<file path="src/rtl/sorter_freq_stim_pkg.sv">
// Shared constants and types for the merge-sorter frequency/soak stimulus generator.
package sorter_freq_stim_pkg;

    typedef enum logic [1:0] {
        MODE_SHIFT  = 2'd0,
        MODE_LFSR   = 2'd1,
        MODE_COUNT  = 2'd2,
        MODE_SHIFT3 = 2'd3
    } mode_e;

    typedef enum logic {
        ST_ISSUE = 1'b0,
        ST_IDLE  = 1'b1
    } state_e;

    localparam logic [31:0] LFSR_TAPS = 32'h8020_0003;
    localparam logic [31:0] LFSR_SEED = 32'hACE1_0001;
    localparam logic [31:0] GOLDEN    = 32'h9E37_79B9;

    // Right-shifting Galois step.
    function automatic logic [31:0] lfsr_step(input logic [31:0] s);
        return (s >> 1) ^ (s[0] ? LFSR_TAPS : 32'h0);
    endfunction

endpackage

</file>
<file path="src/rtl/sorter_sig_compactor.sv">
// MISR signature, output record counter and key-order checker for tree output.
module sorter_sig_compactor
    import sorter_freq_stim_pkg::*;
#(
    parameter int DATW = 64,
    parameter int KEYW = 32
) (
    input  logic            CLK,
    input  logic            RST,
    input  logic            chk_en,
    input  logic [DATW-1:0] dot,
    input  logic            doten,
    output logic [DATW-1:0] sig,
    output logic [31:0]     ocnt,
    output logic            err,
    output logic            sig_par
);

    logic [KEYW-1:0] prev_key;

    always_ff @(posedge CLK) begin
        if (RST) begin
            sig      <= '0;
            ocnt     <= '0;
            err      <= 1'b0;
            sig_par  <= 1'b0;
            prev_key <= '0;
        end else begin
            sig_par <= ^sig;
            if (doten) begin
                sig      <= {sig[DATW-2:0], sig[DATW-1] ^ sig[0]} ^ dot;
                ocnt     <= ocnt + 32'd1;
                prev_key <= dot[KEYW-1:0];
                // First record has no predecessor; equal keys are allowed.
                if (chk_en && ocnt != 32'd0 && dot[KEYW-1:0] < prev_key)
                    err <= 1'b1;
            end
        end
    end

endmodule

</file>
<file path="src/rtl/sorter_freq_stim.sv">
// Stimulus generator (issue FSM, gap/way counters, data modes) feeding the merge sorter
// tree, plus the output compactor.
module sorter_freq_stim
    import sorter_freq_stim_pkg::*;
#(
    parameter int W_LOG = 10,
    parameter int P_LOG = 3,
    parameter int DATW  = 64,
    parameter int KEYW  = 32
) (
    input  logic                      CLK,
    input  logic                      RST,
    input  logic [1:0]                MODE,
    input  logic [3:0]                GAP,
    input  logic [(1<<W_LOG)-1:0]     RDY,
    output logic [(DATW<<P_LOG)-1:0]  DIN,
    output logic                      DINEN,
    output logic [W_LOG-1:0]          DIN_IDX,
    input  logic [DATW-1:0]           DOT,
    input  logic                      DOTEN,
    output logic [DATW-1:0]           SIG,
    output logic [31:0]               OCNT,
    output logic                      ERR,
    output logic                      OUT
);

    localparam int NREC = 1 << P_LOG;
    localparam int DINW = DATW << P_LOG;

    mode_e           mode_q;
    logic [3:0]      gap_q;
    state_e          state, state_n;
    logic [3:0]      gap_cnt;
    logic [W_LOG-1:0] idx;
    logic [31:0]     lfsr;
    logic [31:0]     bcnt;
    logic            issue;
    logic            shift_mode;
    logic [DINW-1:0] beat_data;
    logic [DATW-1:0] rec;
    logic [KEYW-1:0] key;
    logic [P_LOG-1:0] rr;

    assign shift_mode = (mode_q == MODE_SHIFT) || (mode_q == MODE_SHIFT3);

    always_comb begin
        state_n = state;
        issue   = 1'b0;
        case (state)
            ST_ISSUE: begin
                issue = RDY[idx];
                if (issue && gap_q != 4'd0)
                    state_n = ST_IDLE;
            end
            ST_IDLE: begin
                if (gap_cnt <= 4'd1)
                    state_n = ST_ISSUE;
            end
            default: state_n = ST_ISSUE;
        endcase
    end

    // Record r of a beat: key in the low KEYW bits, {way, r} payload above it.
    always_comb begin
        beat_data = '0;
        rec       = '0;
        key       = '0;
        rr        = '0;
        for (int r = 0; r < NREC; r++) begin
            rr = P_LOG'(r);
            if (mode_q == MODE_LFSR)
                key = KEYW'(lfsr + 32'(r) * GOLDEN);
            else
                key = KEYW'((bcnt << P_LOG) | 32'(rr));
            rec = '0;
            rec[KEYW-1:0]    = key;
            rec[DATW-1:KEYW] = (DATW-KEYW)'({idx, rr});
            beat_data[r*DATW +: DATW] = rec;
        end
    end

    always_ff @(posedge CLK) begin
        if (RST) begin
            mode_q  <= mode_e'(MODE);
            gap_q   <= GAP;
            state   <= ST_ISSUE;
            gap_cnt <= '0;
            idx     <= '0;
            lfsr    <= LFSR_SEED;
            bcnt    <= '0;
            DINEN   <= 1'b0;
            DIN_IDX <= '0;
            DIN     <= (MODE == 2'd0 || MODE == 2'd3) ? DINW'(1) : '0;
        end else begin
            state <= state_n;
            DINEN <= issue;
            if (state == ST_ISSUE)
                idx <= idx + W_LOG'(1);
            if (state == ST_IDLE)
                gap_cnt <= gap_cnt - 4'd1;
            if (issue) begin
                DIN_IDX <= idx;
                gap_cnt <= gap_q;
                lfsr    <= lfsr_step(lfsr);
                bcnt    <= bcnt + 32'd1;
                DIN     <= shift_mode ? (DIN << 1) : beat_data;
            end
        end
    end

    sorter_sig_compactor #(.DATW(DATW), .KEYW(KEYW)) u_cmp (
        .CLK     (CLK),
        .RST     (RST),
        .chk_en  (mode_q == MODE_COUNT),
        .dot     (DOT),
        .doten   (DOTEN),
        .sig     (SIG),
        .ocnt    (OCNT),
        .err     (ERR),
        .sig_par (OUT)
    );

endmodule

</file>
<file path="config.mk">
export PLATFORM = sky130hd
export DESIGN_NAME = sorter_freq_stim
export DESIGN_NICKNAME = d
export VERILOG_FILES = /design/src/rtl/sorter_freq_stim_pkg.sv /design/src/rtl/sorter_sig_compactor.sv /design/src/rtl/sorter_freq_stim.sv
export SDC_FILE = /design/constraint.sdc
export NUM_CORES = 2
export LEC_CHECK = 0
export CAP_MARGIN = 20
export CORE_AREA = 2 2 669 671
export DETAILED_ROUTE_END_ITERATION = 16
export DIE_AREA = 0 0 671 673
export PLACE_DENSITY = 0.3
export SLEW_MARGIN = 20
export SYNTH_ARGS = -nofsm -noshare
export SYNTH_HDL_FRONTEND = slang
export SYNTH_HIERARCHICAL = 1
export SYNTH_SLANG_ARGS = --single-unit
</file>
<file path="constraint.sdc">
create_clock -name CLK -period 20.5 [get_ports CLK]
set_clock_uncertainty 0.05 [all_clocks]
set_input_delay 4.1 -clock CLK [delete_from_list [all_inputs] [get_ports CLK]]
set_output_delay 4.1 -clock CLK [all_outputs]
set_load 0.01 [all_outputs]
</file>
==> metrics.txt <==
status=finished clean; Final Hold Fails=0; Vias=44366; VDD IR max=0.06620 mV; most frequent cells in the layout=1715 x clkdlybuf4s50_1, 518 x edfxtp_1, 463 x nor2_1; fin. max-slew vios=0; synthesized cell area=45510 µm²; Crit path max-delay family=buffers and inverters; vias in the first global route=45860; final non-filler cell total=12059; buffers added on ports=1717; H-tree depth=3; WL per Instance=30.03 µm; fmax=81.50 MHz; Initial Utilization=0.1024; GRT overflow=0; # IOs=1718; DR vias/cell=3.679; TritonCTS clock tree=built; RSZ-0062 raised after global routing=no; commonest non-fill, non-tap cell in the layout=clkdlybuf4s50_1; max incr delay on CP=0.95 ns; asr flop ratio synth=0; slowest stage cell on the critical path=buf_4; CTS Hold Bufs=0; gpl congestion=0.8578; worst-margin pin slew=1.335 ns; starting DRC count in detailed routing=3159; CTS clk-pin slew, worst paths=0.06 ns; CTS Buf Count=109; worst path bufs/invs=8; Main synth FF type=edfxtp_1; share of cells above drive strength 1=0.1028; initial antenna violation count=89; period utilization=0.5985; total of warnings raised by yosys=6; full die area=451600 µm²; die width=671 µm; Req. time, crit path=20.91 ns; PwrDens=115.9 nW/µm²; critical path class=in2reg; row cnt=245; sequential area share after synthesis=0.4373; DR pass1 iterations=5; CTS Root Cell=clkbuf_16; GRT Resource Usage Total=0.1536; MaxCap Viol Count=0; Final ANT Viol Nets=0; crit end category=register; post_cts resized=0; Setup TNS Final=0 ns; clock sinks=735; placed cell count=11839; maximum buffer depth of the clock tree=4; number of synthesized register bits=735; worst endpoint data arrival time=12.68 ns; Slew HR=0.1102; DRC errors left=0; worst-path cell chain=clkdlybuf4s50_1 > a2111oi_0 > a311oi_1 > a2111oi_0 > o2111ai_1 > o311ai_2 > nor3_4 > buf_4 > nor2_4 > buf_4 > nand2_4 > buf_4 > buf_4 > buf_4 > buf_4 > buf_4; first-pass GRT wire length=465600 µm; Mapped Cells=4427; Post-CTS Setup Repair Bufs=0; worst skew pair latency=0.88 ns; die height=673 µm; Lkg Pwr=24.98 nW; Final nets=7170; number of enable flip-flop cells after synthesis=518; Syn-to-layout area delta=61.09%; Worst setup SP type=primary input; syn nets=5575; pin count of the biggest net entering global routing=173; final setup fails=0; min Tclk post-route=12.27 ns; DPL Wire Length=296000 µm; Hold Crit Class=reg2reg; library cells used by synthesis=93; Syn Area/Cell=10.28 µm²; crit-path max FO=73; most frequent CP cell=buf_4; routed wire length=362100 µm; core footprint=444200 µm²
report_power, final:
group / leakage (nW) / switching (W) / total (W) / internal, W
sequential: 7.37 / 0.000456 / 0.00261 / 0.00216
clock: 1.70 / 0.000803 / 0.00193 / 0.00113
combinational: 15.9 / 0.00229 / 0.00395 / 0.00166
Yosys cell counts (all sizes together) (25+ instances only):
cell	count	area share
mux4	200	0.099
xor2	58	0.011
dfxtp	217	0.095
a22o	37	0.0071
buf	133	0.020
o21ai	152	0.017
mux2i	184	0.040
ha	51	0.014
clkbuf	256	0.021
nor2	471	0.039
nor2b	66	0.0091
inv	78	0.0064
xnor2	231	0.044
a21o	32	0.0053
edfxtp	518	0.34
a22oi	55	0.0091
and3	192	0.026
a21oi	388	0.043
a211oi	143	0.024
nand2	383	0.032
nor3	46	0.0056
nand4	25	0.0038
nand3	62	0.0068
worst paths after layout:
check | from | endpoint | slack, ns | cells after the start
worst max-delay path | RDY[567] | DIN[55] | 8.23 | 16
worst min-delay path | u_cmp/prev_key[12] | u_cmp/prev_key[12] | 0.44 | 2
worst max register to register | idx[0] | DIN[55] | 9.75 | 19
worst min register to register | u_cmp/prev_key[12] | u_cmp/prev_key[12] | 0.44 | 2
layout make-up:
cell class / instances / area, µm²
Clock buffer: 153 / 3005
Tap cell: 5928 / 7417
Multi-Input combinational cell: 3214 / 23650
Timing Repair Buffer: 1873 / 18430
Fill cell: 49513 / 370900
Antenna cell: 23 / 57.56
Clock inverter: 44 / 469.2
Sequential cell: 735 / 19920
Inverter: 89 / 349.1
flip-flops by register name, indices dropped and copies added, names as in the netlist, 2 cells and up:
signal / cells
DIN: 512
DIN_IDX: 10
bcnt: 29
gap_cnt: 4
gap_q: 4
idx: 10
lfsr: 32
mode_q: 2
u_cmp/ocnt: 32
u_cmp/prev_key: 32
u_cmp/sig: 64
metrics by stage:
| stage | utilization | hold WS, ns | power [W] | cell area [µm²] | setup slack, ns |
|---|---|---|---|---|---|
| floorplan | - | 0.4104 | 0.004404 | 45510 | 2.223 |
| global placement | 0.1569 | 0.4229 | 0.006742 | 69670 | 7.105 |
| detailed placement | 0.1570 | 0.4293 | 0.006745 | 69760 | 7.320 |
| CTS | 0.1649 | 0.4465 | 0.008755 | 73230 | 8.304 |
| global route | 0.1650 | 0.4693 | 0.008922 | 73270 | 7.965 |
| finish | 0.1650 | 0.4385 | 0.008497 | 73310 | 8.230 |
kinds of logic after synthesis:
kind of cell | after synthesis | synth area share
flops | 735 | 0.4373
mux | 408 | 0.1454
compound gates | 1087 | 0.1561
buf+inv | 478 | 0.04875
xor+xnor | 289 | 0.05562
simple gates | 1379 | 0.1428
fa+ha+maj | 51 | 0.01402
routing by layer:
layer / vias up / GRT usage / part of all wire
li1: 19827 / - / -
met1: 22547 / 0.1907 / 0.42
met2: 1711 / 0.2735 / 0.50
met3: 265 / 0.02995 / 0.054
met4: 16 / 0.03229 / 0.020
met5: - / 0 / 0.00029
worst register-to-register path: stages (launching register included):
cell	delay, ns
dfxtp_4	0.50
buf_4	0.58
buf_4	0.65
buf_4	0.75
mux4_2	0.40
nand2_1	0.08
a21oi_2	0.59
a311oi_2	0.35
a31oi_1	0.34
o31ai_2	0.13
nor4b_4	0.28
buf_4	0.23
nor2_4	0.04
buf_4	0.31
nand2_4	0.72
buf_4	0.82
buf_4	0.79
buf_4	0.81
buf_4	0.89
buf_4	1.04
(Power assumes the default switching activity.)
